**src/rtl/logic_latch_bank.sv**
```systemverilog
// Bank of CHANNELS WIDTH-bit storage channels that emulate 74HC373 transparent
// latches (MODE 0) or 74HC374 edge registers (MODE 1), fully synchronous to CLK.
module logic_latch_bank #(
   parameter int WIDTH       = 8,
   parameter int CHANNELS    = 2,
   parameter int MODE        = 0,
   parameter int SYNC_STAGES = 2
) (
   input  logic                      CLK,
   input  logic                      RST,
   input  logic [CHANNELS*WIDTH-1:0] D,
   input  logic [CHANNELS-1:0]       LE,
   input  logic [CHANNELS-1:0]       nOE,
   output logic [CHANNELS*WIDTH-1:0] Q,
   output logic [CHANNELS-1:0]       QEN,
   output logic [CHANNELS*WIDTH-1:0] Q_INT,
   output logic [CHANNELS-1:0]       CAP_STB
);

   localparam int DW = CHANNELS * WIDTH;

   logic [DW-1:0]       d_s;
   logic [CHANNELS-1:0] le_s;
   logic [CHANNELS-1:0] noe_s;

   // D, LE and nOE share one chain depth so a pin change keeps its alignment.
   if (SYNC_STAGES == 0) begin : g_no_sync
      assign d_s   = D;
      assign le_s  = LE;
      assign noe_s = nOE;
   end else begin : g_sync
      logic [DW-1:0]       d_q   [SYNC_STAGES];
      logic [CHANNELS-1:0] le_q  [SYNC_STAGES];
      logic [CHANNELS-1:0] noe_q [SYNC_STAGES];

      // NOTE: nOE stages reset to all 1s so outputs come out of reset disabled.
      always_ff @(posedge CLK) begin
         if (RST) begin
            for (int i = 0; i < SYNC_STAGES; i++) begin
               d_q[i]   <= '0;
               le_q[i]  <= '0;
               noe_q[i] <= '1;
            end
         end else begin
            d_q[0]   <= D;
            le_q[0]  <= LE;
            noe_q[0] <= nOE;
            for (int i = 1; i < SYNC_STAGES; i++) begin
               d_q[i]   <= d_q[i-1];
               le_q[i]  <= le_q[i-1];
               noe_q[i] <= noe_q[i-1];
            end
         end
      end

      assign d_s   = d_q[SYNC_STAGES-1];
      assign le_s  = le_q[SYNC_STAGES-1];
      assign noe_s = noe_q[SYNC_STAGES-1];
   end

   logic [DW-1:0]       st_q, st_d;
   logic [CHANNELS-1:0] le_p_q;
   logic [CHANNELS-1:0] stb_q, stb_d;

   always_comb begin
      st_d  = st_q;
      stb_d = '0;
      for (int c = 0; c < CHANNELS; c++) begin
         if (MODE == 0) begin
            if (le_s[c]) st_d[c*WIDTH +: WIDTH] = d_s[c*WIDTH +: WIDTH];
         end else begin
            if (le_s[c] && !le_p_q[c]) begin
               st_d[c*WIDTH +: WIDTH] = d_s[c*WIDTH +: WIDTH];
               stb_d[c]               = 1'b1;
            end
         end
      end
   end

   // NOTE: state registers use non-blocking assignments so every flop samples
   // pre-edge values regardless of statement order.
   always_ff @(posedge CLK) begin
      if (RST) begin
         st_q   <= '0;
         le_p_q <= '0;
         stb_q  <= '0;
      end else begin
         st_q   <= st_d;
         le_p_q <= le_s;
         stb_q  <= stb_d;
      end
   end

   always_comb begin
      Q = '0;
      for (int c = 0; c < CHANNELS; c++) begin
         Q[c*WIDTH +: WIDTH] = noe_s[c] ? '0 : st_q[c*WIDTH +: WIDTH];
      end
   end

   // Latch mode strobes on the falling latch enable; edge mode on the registered capture.
   assign CAP_STB = (MODE == 0) ? (~le_s & le_p_q) : stb_q;
   assign QEN     = ~noe_s;
   assign Q_INT   = st_q;

endmodule

```
**config.mk**
```make
export PLATFORM = sky130hd
export DESIGN_NAME = logic_latch_bank
export DESIGN_NICKNAME = d
export VERILOG_FILES = /design/src/rtl/logic_latch_bank.sv
export SDC_FILE = /design/constraint.sdc
export NUM_CORES = 1
export LEC_CHECK = 0
export CAP_MARGIN = 20
export CORE_MARGIN = 4
export CORE_UTILIZATION = 45
export CTS_CLUSTER_SIZE = 12
export DETAILED_ROUTE_END_ITERATION = 16
export PLACE_DENSITY_LB_ADDON = 0.3
export REMOVE_ABC_BUFFERS = 1
export SKIP_LAST_GASP = 1
export SLEW_MARGIN = 20
export SYNTH_ARGS = -nofsm -noshare
export SYNTH_HDL_FRONTEND = slang
export SYNTH_SLANG_ARGS = --single-unit
```
**constraint.sdc**
```tcl
create_clock -name CLK -period 1.1 [get_ports CLK]
set_input_delay 0.33 -clock CLK [delete_from_list [all_inputs] [get_ports CLK]]
set_output_delay 0.33 -clock CLK [all_outputs]
set_load 0.05 [all_outputs]
```
# Word level (Yosys, flattened, before mapping)
# Memories as Yosys holds them, arrays and structs flattened.
# Index checks and enable logic that the tools add are counted.
[classes] add_sub_neg=0 mul=0 n_div=0 n_lt_le_gt_ge=0 eq_ne=0 n_shift=0 mux=11 bitwise_logic=9 reduce_logical=0
[op_table] op="2-to-1 mux 16 bit" count=2
[op_table] op="2-to-1 mux 8 bit" count=2
[op_table] op="2-to-1 mux 2 bit" count=4
[op_table] op="OR 1 bit" count=6
[op_table] op="inverter 2 bit" count=2
[op_table] op="2-to-1 mux 1 bit" count=3
[op_table] op="bitwise AND 2 bit" count=1
[word_totals] regBits=18 latchBits=0 ramBits=40 rom_bits=0 input_bits=22 out_inout_bits=36 elab_cells=26 mem_count=3
[mem_list] memory="g_sync.d_q" words=2 width=16 read_ports=2 rd_ports_with_merged_regs=0 write_ports=2 line_no="32" source="logic [DW-1:0] d_q [SYNC_STAGES];"
[mem_list] memory="g_sync.le_q" words=2 width=2 read_ports=2 rd_ports_with_merged_regs=0 write_ports=2 line_no="33" source="logic [CHANNELS-1:0] le_q [SYNC_STAGES];"
[mem_list] memory="g_sync.noe_q" words=2 width=2 read_ports=2 rd_ports_with_merged_regs=0 write_ports=2 line_no="34" source="logic [CHANNELS-1:0] noe_q [SYNC_STAGES];"

# Longest topological paths before layout
# Gate-level depths: netlist of run 1.
[logic_depth] word_depth=3 mapped_depth=3 mapped_depth_nobuf=2

# Least setup slack after synthesis of run 1
# No wires, ideal clock.
[synth_timing] path_kind="register -> output" from="reg st_q[0] (netlist: Q_INT[0])" to="out Q[0]" arrival_time_ns=1.409 required_time_ns=0.770 slack_ns=-0.639 stages_incl_launch_ff=2 n_path_buf=0 cell_sequence="dfxtp_1 > nor2b_1"
[synth_via] elab_chain_cells=1
[synth_lines] element="from (decl)" line_no="61" source="logic [DW-1:0] st_q, st_d;"
[synth_lines] element="from (signal assigned)" line_no="88" source="st_q <= st_d;"
[synth_lines] element="2-to-1 mux 8 bit" line_no="97" source="Q[c*WIDTH +: WIDTH] = noe_s[c] ? '0 : st_q[c*WIDTH +: WIDTH];"
[synth_lines] element="to (decl)" line_no="14" source="output logic [CHANNELS*WIDTH-1:0] Q,"
# Every way passes these cells.

==> results of run 1 <==
## flip-flops by register name, summed over array words and instances (netlist names)
register      count
g_sync.le_q       4
g_sync.d_q       32
Q_INT            16
g_sync.noe_q      4
le_p_q            2
## Yosys cell counts, drive strengths merged
| library cell | instances | area [sq um] |
|---|---|---|
| inv | 2 | 7.51 |
| mux2i | 16 | 160 |
| buf | 8 | 57.6 |
| nor2b | 56 | 350 |
| or2 | 4 | 25.0 |
| nor2 | 16 | 60.1 |
| dfxtp | 58 | 1160 |
## worst paths after layout
kind	startpoint	to	slack [ns]	cells after the start
worst max-delay path	g_sync.noe_q[0][3]	QEN[1]	-0.32	2
worst min-delay path	RST	g_sync.d_q[0][26]	0.38	2
worst max register to register	g_sync.le_q[0][2]	Q_INT[3]	0.01	3
worst min register to register	g_sync.noe_q[0][0]	g_sync.noe_q[0][2]	0.41	1
## kinds of logic (layout without fill, tap and decap cells)
group / Yosys count / count (layout)
buffers and inverters: 10 / 106
DFF: 58 / 58
muxes: 16 / 16
and+or+nand+nor: 76 / 76
## metrics by stage
stage	setup slack [ns]	total power, mW	area, sq um	std cells
3_5_place_dp	-0.0572	2.58	2940	280
3_3_place_gp	-0.0147	2.56	2940	280
6_report	-0.319	4.48	3410	304
4_1_cts	-0.284	4.46	3340	302
5_1_grt	-0.357	4.63	3410	304
2_1_floorplan	-0.639	2.36	1760	152
## per-layer routing
metal	part of all wire, %	vias up
met1	37	681
met4	4.9	0
met2	54	48
li1	-	678
met5	0	-
met3	4.1	20
## power by group through the flow
stage | Sequential (mW) | Clock, mW | Combinational, mW
floorplan | 2.28 | 0 | 0.0884
global placement | 2.25 | 0 | 0.317
detailed placement | 2.25 | 0 | 0.330
CTS | 2.22 | 1.90 | 0.344
global route | 2.23 | 2.02 | 0.376
finish | 2.22 | 1.90 | 0.356
## cell type report
class / instances / area (sq um)
inverters: 2 / 7.51
clock inverters: 1 / 5.00
well taps: 48 / 60.1
clock buffers: 15 / 196
multi-input cells: 92 / 714
fillers: 144 / 390
repair buffers: 88 / 1230
flip-flops and latches: 58 / 1190
## repair_timing
item                       CTS  global route
setup endpoints to repair   36            37
gates resized for setup     61            12
buffers inserted             6             2
==> metrics.cfg, run 1 <==
[grt]
grt_overflow=0
groute.layer.met3.usage_pct=5.61
grt_use_total_pct=21.0
grt.busiest_layer=met2
gr-usage-met2_pct=39.3
grt_pass1_vias=1554
met1_usage_pct=19.6
grt_pass1_wl_um=7800
antenna_found_initial=0
grt_max_degree=22

[synth]
synth_fa_ha_area_share_pct=0
synth_area_sq_mm=0.00182
synth-simple-area-share_pct=23.9
synth_cell_types=9
syn_avg_cell_area_sq_um=11.4
synth_top_family_by_area=simple AND/OR/NAND/NOR gates
synth.mux.area_fraction_pct=8.79
syn_inst=160
yosysWarnings=0
synth_seq_area_share_pct=63.7
synth_compound_area_share_pct=0
ys_seq_elements=58
synth-xor-area-share_pct=0

[drt]
vias=1427
drtIter0Drc=74
drt-wirelength-per-cell_um=17.2
routed_via_density=4.69
dr.pass1.iters=4
wirelength_um=5240
ant_nets=0
drcViolationCount=0

[finish]
final_cell_mix=nor2b_1 (38), buf_12 (37), dfxtp_1 (36)
diodes=0
drive_gt1_share_pct=48.4
layout_commonest_cell=nor2b_1
area_growth_pct=87.1
finish.utilization_pct=89.7
nNetsFinal=273

[cts]
cts_sinks=58
clkSlewWorstSetupHoldPaths_ns=0.06
postCtsHoldBufs=0
numCtsBuffers=9
htreeDepth=3
root_buffer=clkbuf_8
cts.path.max_buffers=2
clk_latency_ns=0.32
tritoncts=built

[sta]
setup_ws_ns=-0.319
slew_violations=0
setup_viol=36
worst_pin_slew_ns=0.295
fmax_ghz=0.705
whs_ns=0.376
timing.setup.tns_ns=-7.61
hold_viol_final=0
rsz0062_at_grt=true
fin_worst_skew_ns=0.00755
fin_crit_sh_pct=129
period_needed_ns=1.42
relSlewSlack_pct=80.3

[setup_path]
critical_path_arrival_ns=1.09
crit_buf_inv=2
path_cells=inv_1 > buf_12
slowest_stage=dfxtp_4
worstSetupEndpointType=output pin
critPathTopFamily=flip-flops
worst_setup_path_start_kind=flip-flop
slowest_delay_ns=0.48
cp_max_fo=9
critPathRequiredTime_ns=0.77
crit_type=flip-flop to output pin

[status]
failed_checks=setup timing
status=finished, violations left

[place]
dp_hpwl_um=3010
gp_congestion=0.705
portBuffers=57

[floorplan]
num_io_pins=58
rows=22
fp.dieW_um=71.6
start_util_pct=48.0
die_y_um=71.6
core_area_sq_mm=0.00380
dieArea_sq_mm=0.00513

[power]
intPower_mw=3.51
seq_power_share_pct=49.6
p_sw_uw=978
combPwrFrac_pct=7.9
swShare_pct=21.8
power.share.clock_pct=42.5
max-vdd-ir-drop_uv=1370
leakage_nw=1.35
power_density_mw_per_mm2=1320

[run]
max-cap-violations=0

[min_path]
hp-class=primary input to flip-flop

Power figures use the tool's default switching activity.
==> run 2, diff against run 1 <==
--- a/config.mk
+++ b/config.mk
@@ -13,7 +13,6 @@
 export PLACE_DENSITY_LB_ADDON = 0.3
 export REMOVE_ABC_BUFFERS = 1
 export SKIP_LAST_GASP = 1
-export SLEW_MARGIN = 20
 export SYNTH_ARGS = -nofsm -noshare
 export SYNTH_HDL_FRONTEND = slang
 export SYNTH_SLANG_ARGS = --single-unit
==> results of run 2 <==
Final layout, timing and power as in run 1 (identical DEF).
==> run 3, diff against run 2 <==
--- a/config.mk
+++ b/config.mk
@@ -5,7 +5,6 @@
 export SDC_FILE = /design/constraint.sdc
 export NUM_CORES = 1
 export LEC_CHECK = 0
-export CAP_MARGIN = 20
 export CORE_MARGIN = 4
 export CORE_UTILIZATION = 45
 export CTS_CLUSTER_SIZE = 12
==> results of run 3 <==
Final layout, timing and power as in run 1 (identical DEF).
